<file path="src/rtl/exception_commit.sv">
// exception_commit: MEM-stage arbiter that picks the first exception/ERET of a dual-issue pair and
// produces the CP0 record, slot kill masks and a multi-cycle flush. Optional macro: TRAP_EXC_EN.
module exception_commit #(
  parameter int unsigned FLUSH_CYCLES = 2,
  parameter logic [31:0] RESET_EPC    = 32'hBFC0_0000
) (
  input  logic        clk,
  input  logic        rst,
  input  logic        stall,
  input  logic        s0_valid,
  input  logic [31:0] s0_pc,
  input  logic        s0_in_ds,
  input  logic [7:0]  s0_exc,
  input  logic [31:0] s0_badvaddr,
  input  logic        s0_eret,
  input  logic        s1_valid,
  input  logic [31:0] s1_pc,
  input  logic        s1_in_ds,
  input  logic [7:0]  s1_exc,
  input  logic [31:0] s1_badvaddr,
  input  logic        s1_eret,
  input  logic        int_pending,
  output logic        in_ready,
  output logic        kill_s0,
  output logic        kill_s1,
  output logic        exc_valid,
  output logic [4:0]  exc_code,
  output logic [31:0] exc_epc,
  output logic        exc_bd,
  output logic [31:0] exc_badvaddr,
  output logic        exc_badv_we,
  output logic        eret_valid,
  output logic        flush
);

  localparam int unsigned CNT_W = (FLUSH_CYCLES > 1) ? $clog2(FLUSH_CYCLES) : 1;
`ifdef TRAP_EXC_EN
  localparam logic [7:0] EXC_MASK = 8'hFF;
`else
  localparam logic [7:0] EXC_MASK = 8'hFB;
`endif

  typedef enum logic [0:0] {IDLE = 1'b0, FLUSH = 1'b1} state_t;

  state_t           state_q, state_d;
  logic [CNT_W-1:0] cnt_q, cnt_d;

  // flag vector is {adel_if, ri, sys, bp, ov, tr, adel_d, ades_d}
  function automatic logic [4:0] code_of(input logic intr, input logic [7:0] f);
    logic [4:0] c;
    c = 5'h00;
    if (!intr) begin
      if      (f[7]) c = 5'h04;
      else if (f[6]) c = 5'h0A;
      else if (f[5]) c = 5'h08;
      else if (f[4]) c = 5'h09;
      else if (f[3]) c = 5'h0C;
      else if (f[2]) c = 5'h0D;
      else if (f[1]) c = 5'h04;
      else if (f[0]) c = 5'h05;
    end
    return c;
  endfunction

  function automatic logic badv_of(input logic intr, input logic [7:0] f);
    return !intr && (f[7] || (f[6:2] == 5'd0 && (f[1] || f[0])));
  endfunction

  logic [7:0]  s0_f, s1_f, sel_f;
  logic        int0, exc0, exc1, ev0, ev1;
  logic        sel_int, sel_exc, sel_ds;
  logic [31:0] sel_pc, sel_badvaddr;
  logic        accept, take;

  assign s0_f = s0_valid ? (s0_exc & EXC_MASK) : 8'h00;
  assign s1_f = s1_valid ? (s1_exc & EXC_MASK) : 8'h00;
  assign int0 = s0_valid & int_pending;
  assign exc0 = int0 | (|s0_f);
  assign exc1 = |s1_f;
  assign ev0  = exc0 | (s0_valid & s0_eret);
  assign ev1  = exc1 | (s1_valid & s1_eret);

  // slot 0 event wins; otherwise slot 1 fields are presented
  always_comb begin
    sel_int      = 1'b0;
    sel_f        = s1_f;
    sel_exc      = exc1;
    sel_ds       = s1_in_ds;
    sel_pc       = s1_pc;
    sel_badvaddr = s1_badvaddr;
    if (ev0) begin
      sel_int      = int0;
      sel_f        = s0_f;
      sel_exc      = exc0;
      sel_ds       = s0_in_ds;
      sel_pc       = s0_pc;
      sel_badvaddr = s0_badvaddr;
    end
  end

  // state register
  always_ff @(posedge clk or posedge rst) begin
    if (rst) begin
      state_q <= IDLE;
      cnt_q   <= '0;
    end else begin
      state_q <= state_d;
      cnt_q   <= cnt_d;
    end
  end

  // next-state logic
  always_comb begin
    state_d = state_q;
    cnt_d   = cnt_q;
    case (state_q)
      IDLE: begin
        if (take) begin
          state_d = FLUSH;
          cnt_d   = CNT_W'(FLUSH_CYCLES - 1);
        end
      end
      FLUSH: begin
        if (cnt_q == '0) state_d = IDLE;
        else             cnt_d   = cnt_q - CNT_W'(1);
      end
      default: state_d = IDLE;
    endcase
  end

  // acceptance and kill masks
  always_comb begin
    in_ready = (state_q == IDLE);
    accept   = in_ready & ~stall;
    take     = accept & (ev0 | ev1);
    kill_s0  = accept & ev0;
    kill_s1  = accept & (ev0 | ev1);
  end

  // CP0 record and flush, registered one cycle after acceptance
  always_ff @(posedge clk or posedge rst) begin
    if (rst) begin
      exc_valid    <= 1'b0;
      eret_valid   <= 1'b0;
      flush        <= 1'b0;
      exc_code     <= 5'h00;
      exc_epc      <= RESET_EPC;
      exc_bd       <= 1'b0;
      exc_badvaddr <= 32'h0;
      exc_badv_we  <= 1'b0;
    end else begin
      exc_valid   <= take & sel_exc;
      eret_valid  <= take & ~sel_exc;
      exc_badv_we <= take & sel_exc & badv_of(sel_int, sel_f);
      flush       <= (state_d == FLUSH);
      if (take && sel_exc) begin
        exc_code <= code_of(sel_int, sel_f);
        exc_epc  <= sel_ds ? (sel_pc - 32'd4) : sel_pc;
        exc_bd   <= sel_ds;
        if (badv_of(sel_int, sel_f))
          exc_badvaddr <= sel_f[7] ? sel_pc : sel_badvaddr;
      end
    end
  end

endmodule

</file>
<file path="config.mk">
export PLATFORM = sky130hd
export DESIGN_NAME = exception_commit
export DESIGN_NICKNAME = d
export VERILOG_FILES = /design/src/rtl/exception_commit.sv
export SDC_FILE = /design/constraint.sdc
export NUM_CORES = 1
export LEC_CHECK = 0
export CORE_ASPECT_RATIO = 0.7
export CORE_MARGIN = 10
export CORE_UTILIZATION = 47
export CTS_BUF_LIST = sky130_fd_sc_hd__clkbuf_4 sky130_fd_sc_hd__clkbuf_8
export DETAILED_ROUTE_END_ITERATION = 7
export PLACE_DENSITY = 0.87
export SYNTH_ARGS = -nofsm -noshare
export SYNTH_HDL_FRONTEND = slang
export SYNTH_SLANG_ARGS = --single-unit
</file>
<file path="constraint.sdc">
create_clock -name clk -period 5.11 [get_ports clk]
set_input_delay 0.511 -clock clk [delete_from_list [all_inputs] [get_ports clk]]
set_output_delay 0.511 -clock clk [all_outputs]
set_load 0.03 [all_outputs]
</file>
==> qor.yml <==
r2r_cells: 6
nets: 932
firstDrtPassIters: 5
synth_largest_area_cell: "dfrtp_1"
synth_simple_gate_area_frac: 0.227
ys.flop_type: "dfrtp_1"
cts_buffers: 9
drt_wl_total_um: 20200
synth_area_leaders: "dfrtp_1, mux2_2, nand2_1"
die_height_um: 108
synth.ff_latch_count: 74
synthCells: 567
vias: 5439
final_cell_mix: "clkdlybuf4s50_1, nand2_1, dfrtp_1, mux2_2"
synth_nets: 722
synth_edf_count: 0
insertion_delay_ns: 0.36
skew_ns: 0.0133
fin_crit_ns: 3.86
synth_xor_area_frac: 0.0459
hold_path_class: "reg2reg"
fmax_mhz: 259
hp-start: "exc_epc[28]"
drt-wirelength-per-cell_um: 21.7
via_per_inst: 5.85
ctsRootBufferMaster: "clkbuf_8"
status: "completed"
async_flop_share: 1.00
synth_top_family_by_area: "simple AND/OR/NAND/NOR gates"
post-place-ws_ns: 0.963
irDropWorstVdd_uv: 226
yosys-mux-area-fraction: 0.182
finalHoldViolations: 0
arrival_ns: 4.12
die_area_um2: 15600
cts.htree.levels: 3
crit_slowest_cell: "mux2i_1"
seq_area_frac_synth: 0.361
synth_area_um2: 5160
layout_commonest_cell: "clkdlybuf4s50_1"
finalMaxSlewViolations: 0
p_per_area_nw_per_um2: 447
placed_area_um2: 7540
post_cts_buffers: 0
clk_path_buf_depth: 2
rows: 31
crit_type: "in2reg"
cts.sinks: 74
cp_cell_sequence: "clkdlybuf4s50_1, or4_4, o31ai_4, buf_4, mux2i_1, buf_4, nor4_2, xnor2_1, a221oi_1"
grt_pass1_wl_um: 31500
cp_max_fo: 41
dp_hpwl_um: 15800
r2r-end: "exc_badvaddr[31]"
worstMarginPinSlew_ns: 0.984
layout_setup_ws_ns: 1.25
leakagePower_nw: 3.11
drt_iter0_markers: 468
antenna_cells: 0
finalCritPeriodShare: 0.755
avgSynthCellArea_um2: 9.09
place_congestion: 0.904
grt_max_degree: 75
start_util: 0.491
port_buffers: 227
overflow: 0
fill_cells: 770
reg2reg_slack_ns: 3.01
ios: 231
rsz0062_at_grt: "no"
cp-end-kind: "register"
drive_gt1_frac: 0.123
drv_cap: 0
setup_violations: 0
ys_warn_count: 0
area.sequential_um2: 1860
cts_tree: "done"
hold_end: "exc_epc[28]"
slew_headroom: 0.325
worst_ep_required_time_ns: 5.37
startpoint_type: "primary input"
track_usage: 0.252
synthAdderAreaFrac: 0.00243
reg2reg_from: "flush"
cpPeakStageDelay_ns: 0.88
final_cell_area_um2: 7770
drcViolationCount: 0
worst_path_most_repeated_cell: "buf_4"
ant_nets: 0
area_growth_pct: 50.6
cts_resized: 0
synth-compound-area-share: 0.142
core-area_um2: 10500
multiInputGateArea_um2: 3120
fin_setup_tns_ns: 0
grt_pass1_vias: 5494
synth.distinct_cells: 57
die_x_um: 145
grt_antenna_before_repair: 0
cts.reportedPaths.clkPinSlew_ns: 0.08
netlist.area_leader.share: 0.315
ctsHoldBuffers: 0
holdPathStages: 2
[final cells by class]
| type | count | share of cell area |
|---|---|---|
| inverters | 7 | 0.00354 |
| repair buffers | 236 | 0.301 |
| clock buffers | 10 | 0.0177 |
| clock inverters | 6 | 0.0116 |
| well taps | 148 | 0.0238 |
| multi-input cells | 449 | 0.402 |
| flip-flops and latches | 74 | 0.240 |
[flip-flops by register name, indices dropped and copies added (netlist names)]
name,cells
exc_epc,32
eret_valid,1
exc_badvaddr,32
cnt_q,1
exc_badv_we,1
exc_code,4
exc_valid,1
flush,1
exc_bd,1
[report_power, final]
group / switching [mW] / internal [mW] / leakage [nW]
Combinational: 1.06 / 0.821 / 2.10
Clock: 0.241 / 0.289 / 0.112
Sequential: 0.160 / 0.893 / 0.891
Total: 1.47 / 2.00 / 3.11
[worst max-delay path by stage]
stage / from / endpoint / slack [ns] / cells past startpoint
final: s0_exc[4] / exc_epc[24] / 1.25 / 9
after global routing: s0_exc[4] / exc_epc[30] / 1.07 / 11
after CTS: s0_exc[4] / exc_epc[24] / 1.28 / 9
after detailed placement: s0_exc[4] / exc_epc[24] / 0.96 / 9
after global placement: s0_exc[4] / exc_epc[30] / 0.99 / 11
after floorplan: s0_exc[3] / exc_epc[16] / 1.42 / 13
[synthesized netlist by cell type, types with 13 or more instances]
| cell | instances |
|---|---|
| o21ai_0 | 34 |
| dfrtp_1 | 65 |
| nand2_1 | 94 |
| mux2i_1 | 34 |
| mux2_2 | 41 |
| or3_1 | 17 |
| nor4_1 | 16 |
| xor2_1 | 15 |
| clkbuf_1 | 16 |
| nor2_1 | 19 |
| buf_2 | 13 |
| nor3_1 | 22 |
| and3_1 | 25 |
| a21oi_1 | 29 |
[metal layers]
metal  wire length, um  GRT usage
met1              8570      0.321
met2              8860      0.391
met3              2440      0.104
met4               358     0.0612
met5                 0          0
[stage by stage]
| stage | hold WS (ns) | power (mW) | util | instances |
|---|---|---|---|---|
| final | 0.477 | 3.47 | 0.739 | 930 |
| after global routing | 0.505 | 3.64 | 0.739 | 930 |
| after CTS | 0.476 | 3.49 | 0.739 | 930 |
| after detailed placement | 0.464 | 2.96 | 0.717 | 914 |
| after global placement | 0.456 | 2.91 | 0.717 | 914 |
| after floorplan | 0.451 | 2.05 | - | 567 |
[cell families (layout without fill, tap and decap cells)]
| kind of cell | after synthesis | count (layout) |
|---|---|---|
| AO/OA/AOI/OAI | 111 | 111 |
| XOR/XNOR | 27 | 27 |
| adder cells (fa/ha/maj) | 1 | 1 |
| buffers and inverters | 44 | 259 |
| flip-flops | 74 | 74 |
| multiplexers | 81 | 81 |
| other | 1 | 1 |
| AND/OR/NAND/NOR | 228 | 228 |
[critical path: cells and delay by family]
| kind | cells | cell delay, ns |
|---|---|---|
| AO/OA/AOI/OAI | 2 | 0.63 |
| XOR/XNOR | 1 | 0.13 |
| buffers and inverters | 3 | 1.30 |
| multiplexers | 1 | 0.88 |
| AND/OR/NAND/NOR | 2 | 0.65 |
(Power assumes the default switching activity.)
